$ cat src/rtl/digit_entry_ctrl.sv
// digit_entry_ctrl: operator-input front end for the 8-digit display.
// It synchronises the raw switches and buttons and debounces both buttons.
// It then turns each accepted press into num/sel/wr write traffic:
//   - a write press stores one digit at an auto-advancing cursor;
//   - a clear press sweeps zeros into all eight digits.
// Every output is taken directly from a register.

module digit_entry_ctrl #(
  parameter int DEBOUNCE_CYCLES = 1_000_000
) (
  input  logic       CLK,
  input  logic       rst,
  input  logic [3:0] sw_num,
  input  logic       btn_wr,
  input  logic       btn_clr,
  output logic [3:0] num,
  output logic [2:0] sel,
  output logic       wr,
  output logic       busy
);

  // Counter only needs to reach DEBOUNCE_CYCLES-1 before the level toggles.
  localparam int CW = (DEBOUNCE_CYCLES > 2) ? $clog2(DEBOUNCE_CYCLES) : 1;
  localparam logic [CW-1:0] CNT_MAX = CW'(DEBOUNCE_CYCLES - 1);

  // Button vectors: bit 0 = write button, bit 1 = clear button.
  localparam int B_WR  = 0;
  localparam int B_CLR = 1;

  typedef enum logic [1:0] {
    S_IDLE  = 2'd0,
    S_WRITE = 2'd1,
    S_CLEAR = 2'd2
  } state_t;

  logic [1:0]    r_btn_meta;
  logic [1:0]    r_btn_s;
  logic [3:0]    r_sw_meta;
  logic [3:0]    r_sw_s;
  logic [1:0]    r_stable;
  logic [1:0]    r_stable_d;
  logic [CW-1:0] r_cnt [2];

  state_t        r_state;
  logic [2:0]    r_cursor;
  logic [2:0]    r_idx;
  logic [3:0]    r_num;
  logic [2:0]    r_sel;
  logic          r_wr;
  logic          r_busy;

  logic          w_wr_press;
  logic          w_clr_press;

  // Two-flop synchronisers for the raw buttons and data switches.
  always_ff @(posedge CLK or negedge rst) begin
    if (!rst) begin
      r_btn_meta <= 2'b00;
      r_btn_s    <= 2'b00;
      r_sw_meta  <= 4'd0;
      r_sw_s     <= 4'd0;
    end else begin
      r_btn_meta <= {btn_clr, btn_wr};
      r_btn_s    <= r_btn_meta;
      r_sw_meta  <= sw_num;
      r_sw_s     <= r_sw_meta;
    end
  end

  // Debounce: the stable level follows the synchronised button only after
  // DEBOUNCE_CYCLES consecutive disagreeing samples; any agreement restarts.
  always_ff @(posedge CLK or negedge rst) begin
    if (!rst) begin
      r_stable   <= 2'b00;
      r_stable_d <= 2'b00;
      for (int i = 0; i < 2; i++) begin
        r_cnt[i] <= '0;
      end
    end else begin
      r_stable_d <= r_stable;
      for (int i = 0; i < 2; i++) begin
        if (r_btn_s[i] != r_stable[i]) begin
          if (r_cnt[i] == CNT_MAX) begin
            r_stable[i] <= ~r_stable[i];
            r_cnt[i]    <= '0;
          end else begin
            r_cnt[i]    <= r_cnt[i] + {{(CW-1){1'b0}}, 1'b1};
          end
        end else begin
          r_cnt[i] <= '0;
        end
      end
    end
  end

  // A press is the rising edge of the debounced level; holding never repeats.
  assign w_wr_press  = r_stable[B_WR]  & ~r_stable_d[B_WR];
  assign w_clr_press = r_stable[B_CLR] & ~r_stable_d[B_CLR];

  // Control FSM with registered outputs. Clear beats write in the same cycle.
  // Presses arriving outside IDLE are simply dropped.
  always_ff @(posedge CLK or negedge rst) begin
    if (!rst) begin
      r_state  <= S_IDLE;
      r_cursor <= 3'd0;
      r_idx    <= 3'd0;
      r_num    <= 4'd0;
      r_sel    <= 3'd0;
      r_wr     <= 1'b0;
      r_busy   <= 1'b0;
    end else begin
      case (r_state)
        S_IDLE: begin
          if (w_clr_press) begin
            r_state <= S_CLEAR;
            r_idx   <= 3'd0;
            r_sel   <= 3'd0;
            r_num   <= 4'd0;
            r_wr    <= 1'b1;
            r_busy  <= 1'b1;
          end else if (w_wr_press) begin
            r_state <= S_WRITE;
            r_num   <= r_sw_s;
            r_sel   <= r_cursor;
            r_wr    <= 1'b1;
            r_busy  <= 1'b0;
          end else begin
            r_sel   <= r_cursor;
            r_wr    <= 1'b0;
            r_busy  <= 1'b0;
          end
        end
        S_WRITE: begin
          // One-cycle write, then advance the cursor (wraps 7 -> 0).
          r_state  <= S_IDLE;
          r_cursor <= r_cursor + 3'd1;
          r_sel    <= r_cursor + 3'd1;
          r_wr     <= 1'b0;
          r_busy   <= 1'b0;
        end
        S_CLEAR: begin
          if (r_idx == 3'd7) begin
            r_state  <= S_IDLE;
            r_idx    <= 3'd0;
            r_cursor <= 3'd0;
            r_sel    <= 3'd0;
            r_num    <= 4'd0;
            r_wr     <= 1'b0;
            r_busy   <= 1'b0;
          end else begin
            r_idx    <= r_idx + 3'd1;
            r_sel    <= r_idx + 3'd1;
            r_num    <= 4'd0;
            r_wr     <= 1'b1;
            r_busy   <= 1'b1;
          end
        end
        default: begin
          r_state <= S_IDLE;
          r_wr    <= 1'b0;
          r_busy  <= 1'b0;
        end
      endcase
    end
  end

  assign num  = r_num;
  assign sel  = r_sel;
  assign wr   = r_wr;
  assign busy = r_busy;

endmodule

$ cat config.mk
export PLATFORM = sky130hd
export DESIGN_NAME = digit_entry_ctrl
export DESIGN_NICKNAME = d
export VERILOG_FILES = /design/src/rtl/digit_entry_ctrl.sv
export SDC_FILE = /design/constraint.sdc
export NUM_CORES = 1
export LEC_CHECK = 0
export ABC_CLOCK_PERIOD_IN_PS = 2400
export CAP_MARGIN = 5
export CELL_PAD_IN_SITES_DETAIL_PLACEMENT = 1
export CELL_PAD_IN_SITES_GLOBAL_PLACEMENT = 1
export CORE_MARGIN = 1
export CORE_UTILIZATION = 29
export DETAILED_ROUTE_END_ITERATION = 8
export PLACE_DENSITY_LB_ADDON = 0.2
export SLEW_MARGIN = 40
export SYNTH_ARGS = -nofsm -noshare
export SYNTH_HDL_FRONTEND = slang
export SYNTH_SLANG_ARGS = --single-unit
export TNS_END_PERCENT = 5
$ cat constraint.sdc
create_clock -name CLK -period 2.4 [get_ports CLK]
set_clock_uncertainty 0.05 [all_clocks]
set_input_delay 0.48 -clock CLK [delete_from_list [all_inputs] [get_ports CLK]]
set_output_delay 0.48 -clock CLK [all_outputs]
set_load 0.005 [all_outputs]
[After elaboration in Yosys (flattened, before gate mapping)]
Cells that the tools add are included.
Word-level totals
  input port bits: 8
  latch bits: 0
  ROM bits: 0
  register bits: 73
  memories kept: 0
  output and inout port bits: 9
  bits in writable memories: 0
Operators by class
  add/sub/neg operators: 4
  divide/modulo/power cells: 0
  $mul: 0
  equality and inequality tests: 10
  bitwise operators: 6
  mux-type cells: 24
  shift-type cells: 0
  reductions and logical operators: 10
  magnitude comparators: 0
Operator list (count)
  two-way mux 20 bit: 4
  adder 20 x 1 -> 20 bit, second input constant: 2
  == test 20 bit, second input constant: 2
  two-way mux 3 bit: 4
  one-hot mux 3 bit (2 select lines): 2
  AND reduction 2 bit: 6
  one-hot mux 3 bit (3 select lines): 1
  two-way mux 4 bit: 2
  one-hot mux 4 bit (2 select lines): 1
  adder 3 x 1 -> 3 bit, second input constant: 2
  two-way mux 2 bit: 3
  two-way mux 1 bit: 4
  inequality test 2 bit, second input constant: 2
  inverter 1 bit: 4
  one-hot mux 1 bit (2 select lines): 2
  one-hot mux 2 bit (2 select lines): 1
  nonzero test 2 bit: 2
  == test 3 bit, second input constant: 1
  inequality test 3 bit, second input constant: 1
  nonzero test 3 bit: 1
  bitwise AND 1 bit: 2
  == test 2 x 1 -> 1 bit, second input constant: 1
  == test 2 bit, second input constant: 1
  logical NOT 2 bit: 1
  inequality test 1 bit: 2

[Longest topological paths before layout]
Gate-level depths: netlist (run 1).
  depth in word-level cells: 5
  mapped depth: 7
  gate-level depth less buffers: 6

[Worst setup path after synthesis (run 1)]
No wires, ideal clock.
  path kind: reg2reg
  from: register r_cnt[32] (netlist name)
  to: register r_stable[0]
  required time: 2222 ps
  setup time: 128 ps
  data arrival time: 1927 ps
  stages on the path, launching flop included: 5
  clock period less this slack: 2104 ps
  setup slack: 296 ps
  cell sequence: dfrtp_1 > or4_1 > or4_4 > nor2_1 > mux2_1
Between the ends
  word-level cells in the longest chain between the ends: 2
Ends and longest elaborated chain
  start: declaration: RTL line 42  | logic [CW-1:0] r_cnt [2];
  start signal: indexed assignment: RTL line 87  | r_cnt[i] <= r_cnt[i] + {{(CW-1){1'b0}}, 1'b1};
  == test 20 bit: RTL line 83  | if (r_cnt[i] == CNT_MAX) begin
  AND reduction 2 bit (no line)
  end signal: indexed assignment: RTL line 84  | r_stable[i] <= ~r_stable[i];
  end: declaration: RTL line 40  | logic [1:0] r_stable;
No other way between the ends.
A chain may end at the register's enable or synchronous reset.

[Worst setup path in the final report (run 1)]
Same ends and word-level chain as after synthesis.

==> metrics, run 1 <==
Inserted Diodes 0; Critical Path Max Stage Delay 0.53 ns; register area share after synthesis 0.546; CP bufs+invs 0; status finished clean; Crit. End Element flop; minimum clock period 2.19 ns; Startpoint Class flop; pwr/cell area 636 nW/um^2; CTS sink cnt 73; Seq cells post-synth 73; f_max 456 MHz; number of core rows 38; number of flops mapped to enable cells by yosys 0; Worst EP required 2.56 ns; Crit path arrival time 2.36 ns; prevailing post-synth register cell dfrtp_1; top post-synthesis cells by area dfrtp_1, xnor2_1, nor2_1; all-layer global routing usage 0.137; largest net degree at the start of global routing 40; Inserted Clock Buffers 9; Syn Std Cell Area 3340 sq um; routed len/inst 14.0 um; Synth cell types 40; post-CTS sizing 0; Final ANT Viol Nets 0; r2r worst-path depth 4; Boundary Pins 17; P_leak 0.00167 uW; Synth top area share 0.546; total area of sequential cells 1830 sq um; yosys warns 0; unrepaired setup endpoints after global routing false; period utilisation layout 0.914; Std-Cell Core Area 11000 sq um; Iter 0 DRT Violations 76; DP Area 3750 sq um; top post-synthesis cells by count dfrtp_1, nor2_1, xnor2_1, nand2_1, inv_1; Area Overhead vs Synth 20.4%; share of cells above drive strength 1 0.104; FF-to-FF Start r_cnt[32]$_DFF_PN0_; Worst-path clk slew 0.06 ns; top-count cell post-synth dfrtp_1; H-tree depth 3; clk_lat worst skew 0.33 ns; Net count, final 368; CP max-delay cell or4_1; Hold Buf Count CTS 0; setup TNS 0 ns; Initial Util 0.303; global route overflow 0; Total Die Area 12000 sq um; number of global-route vias before repair 2536; Vias 2381; Finished Layout Cells 496; max-slew violation count 0; final WL 6950 um; CTS tree done; CP Cell Sequence or4_1, or4_4, nor2_1, mux2_1; vias per cell 4.80; Worst R2R Setup Slack 0.21 ns; Root Driver clkbuf_16; post-route cell area 4030 sq um; Worst-Margin Slew 0.661 ns; Reg2Reg Capture Point r_stable[0]$_DFFE_PN0P_; PortBufs 16; Max Fanout on Critical Path 5; Max VDD drop 274 uV; Placed Cells 480; Crit Path Category flop to flop; first-pass GRT wire length 12400 um; First-pass DRT Iterations 4; Synth Net Count 334; Die Ht 109 um; gpl congestion 0.750; Slew Limit Headroom 0.556; Syn Area/Cell 10.5 sq um; Die Wd 109 um; max-cap violation count 0; Post-synth ARST share 1.00; Hold Crit Class input pin to async pin; area of the multi-input gates 1430 sq um; hpwl dp 5010 um; number of fill cells 1258; Yosys top cell by area dfrtp_1; CP top delay family simple AND/OR/NAND/NOR gates; CTS max path bufs 2; Synth Instances 317; postcts setup bufs 0; Final Hold Fails 0; final core occ 0.365; # setup viols final 0; DRC violations left 0; initial antenna violation count 0
-- worst max-delay path by stage --
stage | from | to | slack (ns) | cells past startpoint
after floorplan | r_cnt[32]$_DFF_PN0_ | r_stable[0]$_DFFE_PN0P_ | 0.30 | 4
after CTS | r_cnt[32]$_DFF_PN0_ | r_stable[0]$_DFFE_PN0P_ | 0.19 | 4
after detailed placement | r_cnt[32]$_DFF_PN0_ | r_stable[0]$_DFFE_PN0P_ | 0.21 | 4
after global routing | r_cnt[32]$_DFF_PN0_ | r_stable[0]$_DFFE_PN0P_ | 0.14 | 4
after global placement | r_cnt[32]$_DFF_PN0_ | r_stable[0]$_DFFE_PN0P_ | 0.23 | 4
final | r_cnt[32]$_DFF_PN0_ | r_stable[0]$_DFFE_PN0P_ | 0.21 | 4
-- where the power goes --
part	internal, uW	total (uW)	leakage, uW	switching, uW
Clock	723	1220	0.000135	497
Combinational	28.6	74.8	0.000543	46.2
Sequential	1250	1260	0.000987	12.7
Total	2000	2560	0.00167	556
-- cell type report --
type / instances / share of cell area
clock inverter: 5 / 0.00777
clock buffer: 11 / 0.0603
tap: 140 / 0.0435
multi-input combinational: 222 / 0.354
inverter: 17 / 0.0159
sequential: 73 / 0.454
timing repair buffer: 28 / 0.0647
-- cell families after synthesis --
family,synth area share
AOI/OAI and AO/OA,0.0782
xor gates and xnor gates,0.0917
adders and majority gates,0.0337
buffers and inverters,0.0273
DFF,0.546
muxes,0.0254
and+or+nand+nor,0.197
-- layer usage --
layer	vias to the layer above	track usage	routed length [um]
li1	1175	-	-
met1	1178	0.177	3390
met2	21	0.217	3260
met3	7	0.0379	182
met4	0	0.0571	121
met5	-	0	0
-- stage by stage --
| stage | setup slack [ns] | hold WS [ns] | power [uW] |
|---|---|---|---|
| global route | 0.140 | 0.0993 | 2690 |
| CTS | 0.192 | 0.0942 | 2620 |
| global placement | 0.228 | 0.283 | 1360 |
| floorplan | 0.296 | 0.134 | 1310 |
| finish | 0.206 | 0.0756 | 2560 |
| detailed placement | 0.208 | 0.286 | 1360 |
-- state kept, by name, summed over array words and instances (netlist names) --
| register | flops |
|---|---|
| num | 4 |
| r_btn_meta | 2 |
| r_idx | 3 |
| r_stable | 2 |
| r_sw_s | 4 |
| busy | 1 |
| wr | 1 |
| r_btn_s | 2 |
| r_cursor | 3 |
| r_cnt | 40 |
| r_stable_d | 2 |
| r_sw_meta | 4 |
| sel | 3 |
| r_state | 2 |
-- layout by cell type (no fill, tap or decap), types with 2 or more instances in the layout --
master / count
nor3_1: 8
inv_1: 17
a32o_1: 2
buf_4: 12
o21ai_0: 13
xor2_1: 7
a21oi_1: 8
o31ai_1: 3
nand4_1: 8
nor2b_1: 4
mux2_2: 3
mux2i_1: 4
clkdlybuf4s50_1: 15
ha_1: 9
and3_1: 4
nand2_1: 23
clkinv_2: 3
nand2b_1: 3
nor4b_1: 2
nor4_1: 12
xnor2_1: 28
nand3_1: 13
nor2_1: 45
o22ai_1: 2
a22oi_1: 5
or4_1: 3
clkbuf_16: 9
dfrtp_1: 73
Note: power is estimated with default switching activity, not from simulation.
==> run 2, diff against run 1 <==
- ABC_CLOCK_PERIOD_IN_PS: 2400 -> 2700
- TNS_END_PERCENT: 5 -> not set
- clock period: 2.4 -> 2.7 ns (I/O delays scaled with it)
==> run 2 against run 1 <==
Against the previous run:
- hold slack better by 0.087 ns
- sequential power is 11% lower
- sequential cell count stayed put
- clock-buffer cell count is 1 lower
- global-route usage is 0.49 points lower
- critical path depth stayed put
- wire length is 1.2% lower
- largest cell class unchanged
- worst setup slack better by 0.28 ns
==> metrics, run 2 (synthesized netlist as in run 1, its figures left out) <==
Startpoint Class flop; Iter 0 DRT Violations 97; first-pass GRT wire length 11800 um; Hold Crit Class input pin to async pin; commonest non-fill, non-tap cell in the layout dfrtp_1; Die Wd 109 um; Final ANT Viol Nets 0; number of fill cells 1268; CTS sink cnt 73; unrepaired setup endpoints after global routing false; Final Hold Fails 0; max-cap violation count 0; minimum clock period 2.22 ns; initial antenna violation count 0; Finished Layout Cells 487; total area of sequential cells 1830 sq um; largest net degree at the start of global routing 74; Crit. End Element flop; Vias 2344; Hold Buf Count CTS 0; Worst-path clk slew 0.06 ns; routed len/inst 14.1 um; Area Overhead vs Synth 19.5%; number of core rows 38; status finished clean; all-layer global routing usage 0.132; hpwl dp 4650 um; First-pass DRT Iterations 4; Total Die Area 12000 sq um; share of cells above drive strength 1 0.0807; post-CTS sizing 0; number of global-route vias before repair 2349; Crit path arrival time 2.37 ns; Largest register FFs 40; Std-Cell Core Area 11000 sq um; pwr/cell area 611 nW/um^2; Inserted Diodes 0; f_max 451 MHz; area of the multi-input gates 1430 sq um; global route overflow 0; clk_lat worst skew 0.34 ns; Boundary Pins 17; P_leak 0.00164 uW; gpl congestion 0.760; CTS max path bufs 2; total power draw 2440 uW; commonest non-fill, non-tap cells in the layout dfrtp_1, nor2_1, xnor2_1; H-tree depth 3; Max VDD drop 320 uV; Worst-Margin Slew 0.724 ns; Worst EP required 2.85 ns; Slew Limit Headroom 0.513; final WL 6870 um; max-slew violation count 0; Net count, final 359; CTS tree done; Root Driver clkbuf_16; Initial Util 0.303; DRC violations left 0; Die Ht 109 um; Biggest register r_cnt; Inserted Clock Buffers 9; Crit Path Category flop to flop; Placed Cells 471; period utilisation layout 0.822; setup TNS 0 ns; postcts setup bufs 0; vias per cell 4.81; Max Fanout on Critical Path 18; # setup viols final 0; PortBufs 16
[run 2: layout make-up]
| class | instances | area share |
|---|---|---|
| Sequential cell | 73 | 0.457 |
| Timing Repair Buffer | 19 | 0.0482 |
| Clock buffer | 10 | 0.0573 |
| Tap cell | 140 | 0.0438 |
| Clock inverter | 6 | 0.0207 |
| Multi-Input combinational cell | 222 | 0.357 |
| Inverter | 17 | 0.0160 |
[run 2: critical path, stage by stage (launching register included)]
cell	delay (ns)
dfrtp_1	0.42
or4_1	0.53
or4_4	0.52
o21ai_4	0.45
nor2_1	0.12
[run 2: worst paths after layout]
path / endpoint / slack, ns / startpoint / depth (start not counted)
max: r_cnt[25]$_DFF_PN0_ / 0.48 / r_cnt[32]$_DFF_PN0_ / 4
min: num[2]$_DFFE_PN0P_ / 0.16 / rst / 2
max reg2reg: r_cnt[25]$_DFF_PN0_ / 0.48 / r_cnt[32]$_DFF_PN0_ / 4
min reg2reg: r_btn_s[1]$_DFF_PN0_ / 0.30 / r_btn_meta[1]$_DFF_PN0_ / 0
max in group asynchronous: r_cnt[29]$_DFF_PN0_ / 2.12 / rst / 2
min in group CLK: r_btn_s[1]$_DFF_PN0_ / 0.30 / r_btn_meta[1]$_DFF_PN0_ / 0
[run 2: stage by stage]
step	hold slack [ns]	cell area, sq um	setup WS, ns	utilization
2_1_floorplan	0.194	3340	0.596	-
3_3_place_gp	0.282	3680	0.488	0.334
3_5_place_dp	0.286	3680	0.448	0.334
4_1_cts	0.175	4000	0.450	0.362
5_1_grt	0.194	4000	0.375	0.362
6_report	0.162	4000	0.482	0.362
[run 2: where the power goes]
| group | switching (uW) | internal (uW) | total, uW | leakage [uW] |
|---|---|---|---|---|
| Sequential | 10.6 | 1110 | 1120 | 0.000987 |
| Clock | 456 | 804 | 1260 | 0.000152 |
| Combinational | 39.4 | 21.6 | 61.0 | 0.000500 |
[run 2: layer usage]
| metal | vias up | global-route usage | share of wire |
|---|---|---|---|
| met5 | - | 0 | 0 |
| met4 | 0 | 0.0686 | 0.018 |
| met3 | 10 | 0.0379 | 0.036 |
| met2 | 27 | 0.206 | 0.48 |
| met1 | 1157 | 0.167 | 0.46 |
| li1 | 1150 | - | - |
